## config.mk

```make
export PLATFORM = sky130hd
export DESIGN_NAME = ballot_collector
export DESIGN_NICKNAME = d
export VERILOG_FILES = /design/src/rtl/voting_pkg.sv /design/src/rtl/poll_timer.sv /design/src/rtl/ballot_collector.sv
export SDC_FILE = /design/constraint.sdc
export NUM_CORES = 1
export LEC_CHECK = 0
export ABC_CLOCK_PERIOD_IN_PS = 1810
export CAP_MARGIN = 20
export CELL_PAD_IN_SITES_DETAIL_PLACEMENT = 1
export CELL_PAD_IN_SITES_GLOBAL_PLACEMENT = 1
export CORE_MARGIN = 2
export CORE_UTILIZATION = 40
export CTS_BUF_LIST = sky130_fd_sc_hd__clkbuf_4
export DETAILED_ROUTE_END_ITERATION = 12
export GPL_ROUTABILITY_DRIVEN = 0
export PLACE_DENSITY_LB_ADDON = 0.2
export SYNTH_ARGS = -nofsm -noshare
export SYNTH_HDL_FRONTEND = slang
export SYNTH_SLANG_ARGS = --single-unit
```

## constraint.sdc

```tcl
create_clock -name clk -period 1.81 [get_ports clk]
set_clock_uncertainty 0.2 [all_clocks]
set_input_delay 0.362 -clock clk [delete_from_list [all_inputs] [get_ports clk]]
set_output_delay 0.362 -clock clk [all_outputs]
set_load 0.01 [all_outputs]
```

## src/rtl/voting_pkg.sv

```systemverilog
// Shared definitions for the voting machine: poll states, default sizes, vote encoding.
package voting_pkg;

    localparam int unsigned N_VOTERS_DEF = 4;
    localparam int unsigned ID_W_DEF     = 2;

    localparam logic VOTE_YES = 1'b1;
    localparam logic VOTE_NO  = 1'b0;

    typedef enum logic [1:0] {
        ST_IDLE    = 2'd0,
        ST_COLLECT = 2'd1,
        ST_PRESENT = 2'd2
    } poll_state_e;

endpackage

```

## src/rtl/poll_timer.sv

```systemverilog
// Saturating cycle counter with clear/enable; flags the last cycle before TIMEOUT_CYCLES elapse.
module poll_timer #(
    parameter int unsigned TIMEOUT_CYCLES = 1000
) (
    input  logic clk,
    input  logic rst,
    input  logic clr,
    input  logic en,
    output logic tc_c
);

    localparam bit          TO_EN  = (TIMEOUT_CYCLES != 0);
    localparam int unsigned CNT_W  = TO_EN ? $clog2(TIMEOUT_CYCLES + 1) : 1;
    localparam int unsigned TC_VAL = TO_EN ? TIMEOUT_CYCLES - 1 : 0;

    localparam logic [CNT_W-1:0] CNT_MAX = CNT_W'(TIMEOUT_CYCLES);
    localparam logic [CNT_W-1:0] CNT_TC  = CNT_W'(TC_VAL);

    logic [CNT_W-1:0] cnt_q, cnt_d;

    always_comb begin
        cnt_d = cnt_q;
        if (clr) begin
            cnt_d = '0;
        end else if (en && (cnt_q != CNT_MAX)) begin
            cnt_d = cnt_q + CNT_W'(1);
        end
        tc_c = TO_EN && (cnt_q == CNT_TC);
    end

    always_ff @(posedge clk) begin
        if (rst) begin
            cnt_q <= '0;
        end else begin
            cnt_q <= cnt_d;
        end
    end

endmodule

```

## src/rtl/ballot_collector.sv

```systemverilog
// Poll front end: opens a poll, collects one vote per voter, presents the ballot to the tally stage.
module ballot_collector
    import voting_pkg::*;
#(
    parameter int unsigned N_VOTERS       = N_VOTERS_DEF,
    parameter int unsigned ID_W           = ID_W_DEF,
    parameter int unsigned TIMEOUT_CYCLES = 1000
) (
    input  logic                clk,
    input  logic                rst,
    input  logic                open_poll,
    input  logic                close_poll,
    input  logic                vote_valid,
    input  logic [ID_W-1:0]     vote_id,
    input  logic                vote_val,
    output logic                vote_ready,
    output logic                vote_reject,
    output logic [N_VOTERS-1:0] voted,
    output logic [N_VOTERS-1:0] ballot,
    output logic                ballot_valid,
    input  logic                ballot_ack,
    output logic                poll_open
);

    poll_state_e         state_q, state_d;
    logic [N_VOTERS-1:0] voted_q, voted_d;
    logic [N_VOTERS-1:0] ballot_q, ballot_d;
    logic                vote_ready_q, vote_ready_d;
    logic                vote_reject_q, vote_reject_d;
    logic                ballot_valid_q, ballot_valid_d;
    logic                poll_open_q, poll_open_d;

    logic timer_clr_c, timer_en_c, timeout_c;
    logic handshake_c, id_ok_c;

    poll_timer #(
        .TIMEOUT_CYCLES(TIMEOUT_CYCLES)
    ) u_poll_timer (
        .clk  (clk),
        .rst  (rst),
        .clr  (timer_clr_c),
        .en   (timer_en_c),
        .tc_c (timeout_c)
    );

    // Close test uses voted_d so a completing vote and the close land on the same edge.
    always_comb begin
        state_d       = state_q;
        voted_d       = voted_q;
        ballot_d      = ballot_q;
        vote_reject_d = 1'b0;
        timer_clr_c   = 1'b0;
        timer_en_c    = (state_q == ST_COLLECT);
        handshake_c   = vote_valid && vote_ready_q;
        id_ok_c       = ({1'b0, vote_id} < (ID_W + 1)'(N_VOTERS));

        case (state_q)
            ST_IDLE: begin
                if (open_poll) begin
                    state_d     = ST_COLLECT;
                    voted_d     = '0;
                    ballot_d    = '0;
                    timer_clr_c = 1'b1;
                end
            end
            ST_COLLECT: begin
                if (handshake_c) begin
                    if (id_ok_c && !voted_q[vote_id]) begin
                        voted_d[vote_id]  = 1'b1;
                        ballot_d[vote_id] = vote_val;
                    end else begin
                        vote_reject_d = 1'b1;
                    end
                end
                if ((&voted_d) || close_poll || timeout_c) begin
                    state_d = ST_PRESENT;
                end
            end
            ST_PRESENT: begin
                if (ballot_ack) begin
                    state_d = ST_IDLE;
                end
            end
            default: begin
                state_d = ST_IDLE;
            end
        endcase

        vote_ready_d   = (state_d == ST_COLLECT);
        poll_open_d    = (state_d == ST_COLLECT);
        ballot_valid_d = (state_d == ST_PRESENT);
    end

    always_ff @(posedge clk) begin
        if (rst) begin
            state_q        <= ST_IDLE;
            voted_q        <= '0;
            ballot_q       <= '0;
            vote_ready_q   <= 1'b0;
            vote_reject_q  <= 1'b0;
            ballot_valid_q <= 1'b0;
            poll_open_q    <= 1'b0;
        end else begin
            state_q        <= state_d;
            voted_q        <= voted_d;
            ballot_q       <= ballot_d;
            vote_ready_q   <= vote_ready_d;
            vote_reject_q  <= vote_reject_d;
            ballot_valid_q <= ballot_valid_d;
            poll_open_q    <= poll_open_d;
        end
    end

    assign vote_ready   = vote_ready_q;
    assign vote_reject  = vote_reject_q;
    assign voted        = voted_q;
    assign ballot       = ballot_q;
    assign ballot_valid = ballot_valid_q;
    assign poll_open    = poll_open_q;

endmodule

```

==> key figures <==
Critical path
  • Slowest stage delay, CP: 0.53 ns
  • Worst Path Buf+Inv: 1
  • Critical path class: reg -> out
  • Critical Path AT: 1.19 ns
  • Worst Setup End Kind: output pin
  • R2r setup slk: ~0.07 ns
  • Worst Path Required: around 1.3 ns
  • CP top delay family: buffers and inverters
  • CP Max Fanout: 2
  • Crit-path cells: clkdlybuf4s50_1
  • Crit path max-delay cell type: clkdlybuf4s50_1
  • CP startpoint kind: flip-flop

Floorplan
  • Core Footprint: between 0.002 and 0.003 mm²
  • DIE AREA: around 0.0032 mm²
  • Initial Util: between 40% and 50%
  • Die H: roughly 57 µm
  • FP Rows: 19
  • Die W: between 50 and 60 µm
  • I/O pin total: 21

Route
  • DRT Wirelength: 2800 µm
  • Met3 WL post-DR: 90 µm
  • Met1 WL: 1300 µm
  • DR top layer: met4
  • Iter 0 DRT Violations: 18
  • Vias per cell: 5.30
  • Via count: ~940
  • DR WL met2: between 1000 and 1500 µm
  • Residual DRC: 0
  • Final antenna-violating net count: 0
  • DR pass1 iterations: 4
  • WL per Instance: approximately 16 µm

Status
  • Outcome: complete, no violations

STA
  • Final setup viols: 0
  • Slew HR: 70.9%
  • Tcrit/Tclk final: between 90% and 100%
  • Max Slew Vio Count: 0
  • Unrepaired setup endpoints after global routing: no
  • Worst-Margin Slew: approximately 0.43 ns
  • Tmin final: about 1.8 ns
  • TNS Setup: 0 ns
  • Final hold viol count: 0
  • Max Freq: between 500 and 600 MHz

Final layout
  • Area grow syn2layout: 32.7%
  • Layout fillers: between 300 and 400
  • Final Core Density: between 50% and 60%
  • Layout Nets: between 150 and 200
  • Commonest non-fill, non-tap cell in the layout: dfxtp_1
  • Most frequent cells in the layout: dfxtp_1 (16), nor2_1 (15), nand2_1 (10), clkdlybuf4s50_1 (9), buf_4 (9)
  • Antenna fix cells: 0
  • Share of post-route cells with drive strength above 1: a little over a fifth

Logic synthesis
  • Net Count, Synth: around 130
  • Post-synthesis instance total: 117
  • Syn Area/Cell: ~9.5 µm²
  • Synth cell types: 34
  • Top cell type's share of synthesized area: between 40% and 50%
  • Synth Cell Area: 0.00112 mm²
  • Seq/Total Area, Yosys: a little over 40%
  • Most used DFF post-synth: dfxtp_1
  • Area fraction in compound gates after synthesis: a little over a tenth
  • Mux contribution to synthesized area: under 10%
  • Yosys top cell by area: dfxtp_1
  • Synth Register Bits: 23
  • Xor/xnor share of the synthesized area: under 10%
  • Post-synth ARST share: 0%
  • Adder-Cell Fraction of Synth Area: under 10%
  • Syn. warnings: 0
  • Simple-gate area share of the yosys netlist: between 20% and 30%
  • Main combinational cell family by area after synthesis: simple AND/OR/NAND/NOR gates
  • Area contributors post-synth: dfxtp_1 (41%), nor2_1 (5.0%), mux2i_1 (4.5%)
  • Post-synth EDFFs: 0

GRT
  • All-Layer GR Usage: about 19%
  • First-pass GRT wire length: 4870 µm
  • Gr ovfl total: 0
  • Vias in the first global route: 1022
  • Largest net degree at the start of global routing: 14
  • Initial antenna violation count: 0

Placed design
  • Detailed placer's ending HPWL: roughly 2100 µm
  • Port buffer count: 20

CTS
  • Cts bufs inserted: 3
  • Sink Count: 23
  • H-Tree Depth: 1
  • Clk Latency, worst-skew pair: between 0.3 and 0.4 ns
  • Clock root buffer: clkbuf_4
  • Post-CTS setup buffer count: 0
  • Clock Path Buffers: 2
  • CTS clk-pin slew, worst paths: roughly 0.13 ns
  • Hold-fix buffers, CTS: 0
  • CTS tree: yes

Pwr
  • Leakage: between 0.7 and 0.8 nW
  • Power Density: between 500 and 600 mW/mm²
  • Maximum VDD drop: ~0.45 mV

Min path
  • HP Class: reg -> reg

Job
  • Max_cap viols: 0
layout make-up:
class	instances	area, µm²	share of cell area [%]
clock buffers	3	22.5	1.52
flip-flops and latches	23	479	32.3
multi-input cells	85	631	42.5
repair buffers	29	284	19.2
well taps	31	38.8	2.62
inverters	6	22.5	1.52
clock inverters	1	5.00	0.338
worst register-to-register path: cells and delay by family (launching register included):
kind            cells  cell delay, ns
mux                 1            0.24
simple gates        2            0.30
flops               1            0.42
compound gates      1            0.49
sequential cells by signal, indices dropped and copies added (netlist names):
signal,cells
u_poll_timer.cnt_q,10
ballot,4
voted,4
state_q,2
ballot_valid,1
poll_open,1
vote_reject,1
cell usage after synthesis, types with 2 or more instances:
| master | count |
|---|---|
| and4b_1 | 3 |
| nor4_1 | 4 |
| ha_1 | 2 |
| nor2_1 | 15 |
| o32ai_1 | 2 |
| dfxtp_1 | 23 |
| nor2b_1 | 3 |
| nand2_1 | 10 |
| xnor2_1 | 5 |
| xor2_1 | 3 |
| mux2i_1 | 5 |
| inv_1 | 6 |
| nor2_2 | 2 |
| o21ai_0 | 2 |
| or4_4 | 3 |
| nand2b_1 | 3 |
| nor3_1 | 2 |
| nand4_1 | 4 |
| a211o_1 | 2 |
| a21oi_1 | 4 |
kinds of logic (layout without fill, tap and decap cells):
kind of cell	count (synthesis)	count (layout)
AND/OR/NAND/NOR	55	55
XOR/XNOR	8	8
AO/OA/AOI/OAI	14	14
buffers and inverters	9	39
flip-flops	23	23
multiplexers	6	6
adder cells (fa/ha/maj)	2	2
power by group:
part	total (W)	switching (W)	leakage (nW)	internal (W)
sequential	0.000526	0.0000139	0.190	0.000512
combinational	0.000114	0.0000536	0.498	0.0000602
clock	0.000238	0.000155	0.0177	0.0000825
total	0.000878	0.000223	0.706	0.000655
per-layer routing:
layer	global-route usage (%)	vias up
met3	4.15	5
met4	5.65	0
li1	-	476
met1	24.3	450
met2	33.2	13
met5	0	-
metrics by stage:
stage	worst slack (ns)	cell area, µm²	total power (W)	std cells	hold WS (ns)
6_report	0.0581	1480	0.000878	178	0.305
5_1_grt	0.0124	1480	0.000921	178	0.324
4_1_cts	0.000781	1450	0.000888	178	0.322
3_5_place_dp	-0.280	1410	0.000655	174	0.290
3_3_place_gp	-0.260	1410	0.000652	174	0.281
2_1_floorplan	0.203	1120	0.000595	117	0.284
final timing paths:
kind                                                    startpoint                            endpoint  cells after the start
worst min register to register              ballot[2]$_SDFFE_PP0P_              ballot[2]$_SDFFE_PP0P_                      2
worst max register to register  u_poll_timer.cnt_q[6]$_SDFFE_PP0P_  u_poll_timer.cnt_q[1]$_SDFFE_PP0P_                      4
worst max-delay path                        ballot[0]$_SDFFE_PP0P_                           ballot[0]                      1
worst min-delay path                        ballot[2]$_SDFFE_PP0P_              ballot[2]$_SDFFE_PP0P_                      2
repair_timing:
| item | in CTS | in global routing |
|---|---|---|
| endpoints found under the setup margin | 6 | 11 |
| hold endpoints to repair | 0 | 0 |
| gates resized for setup | 12 | 12 |
| cloned | 0 | 0 |
Power figures use the tool's default switching activity.
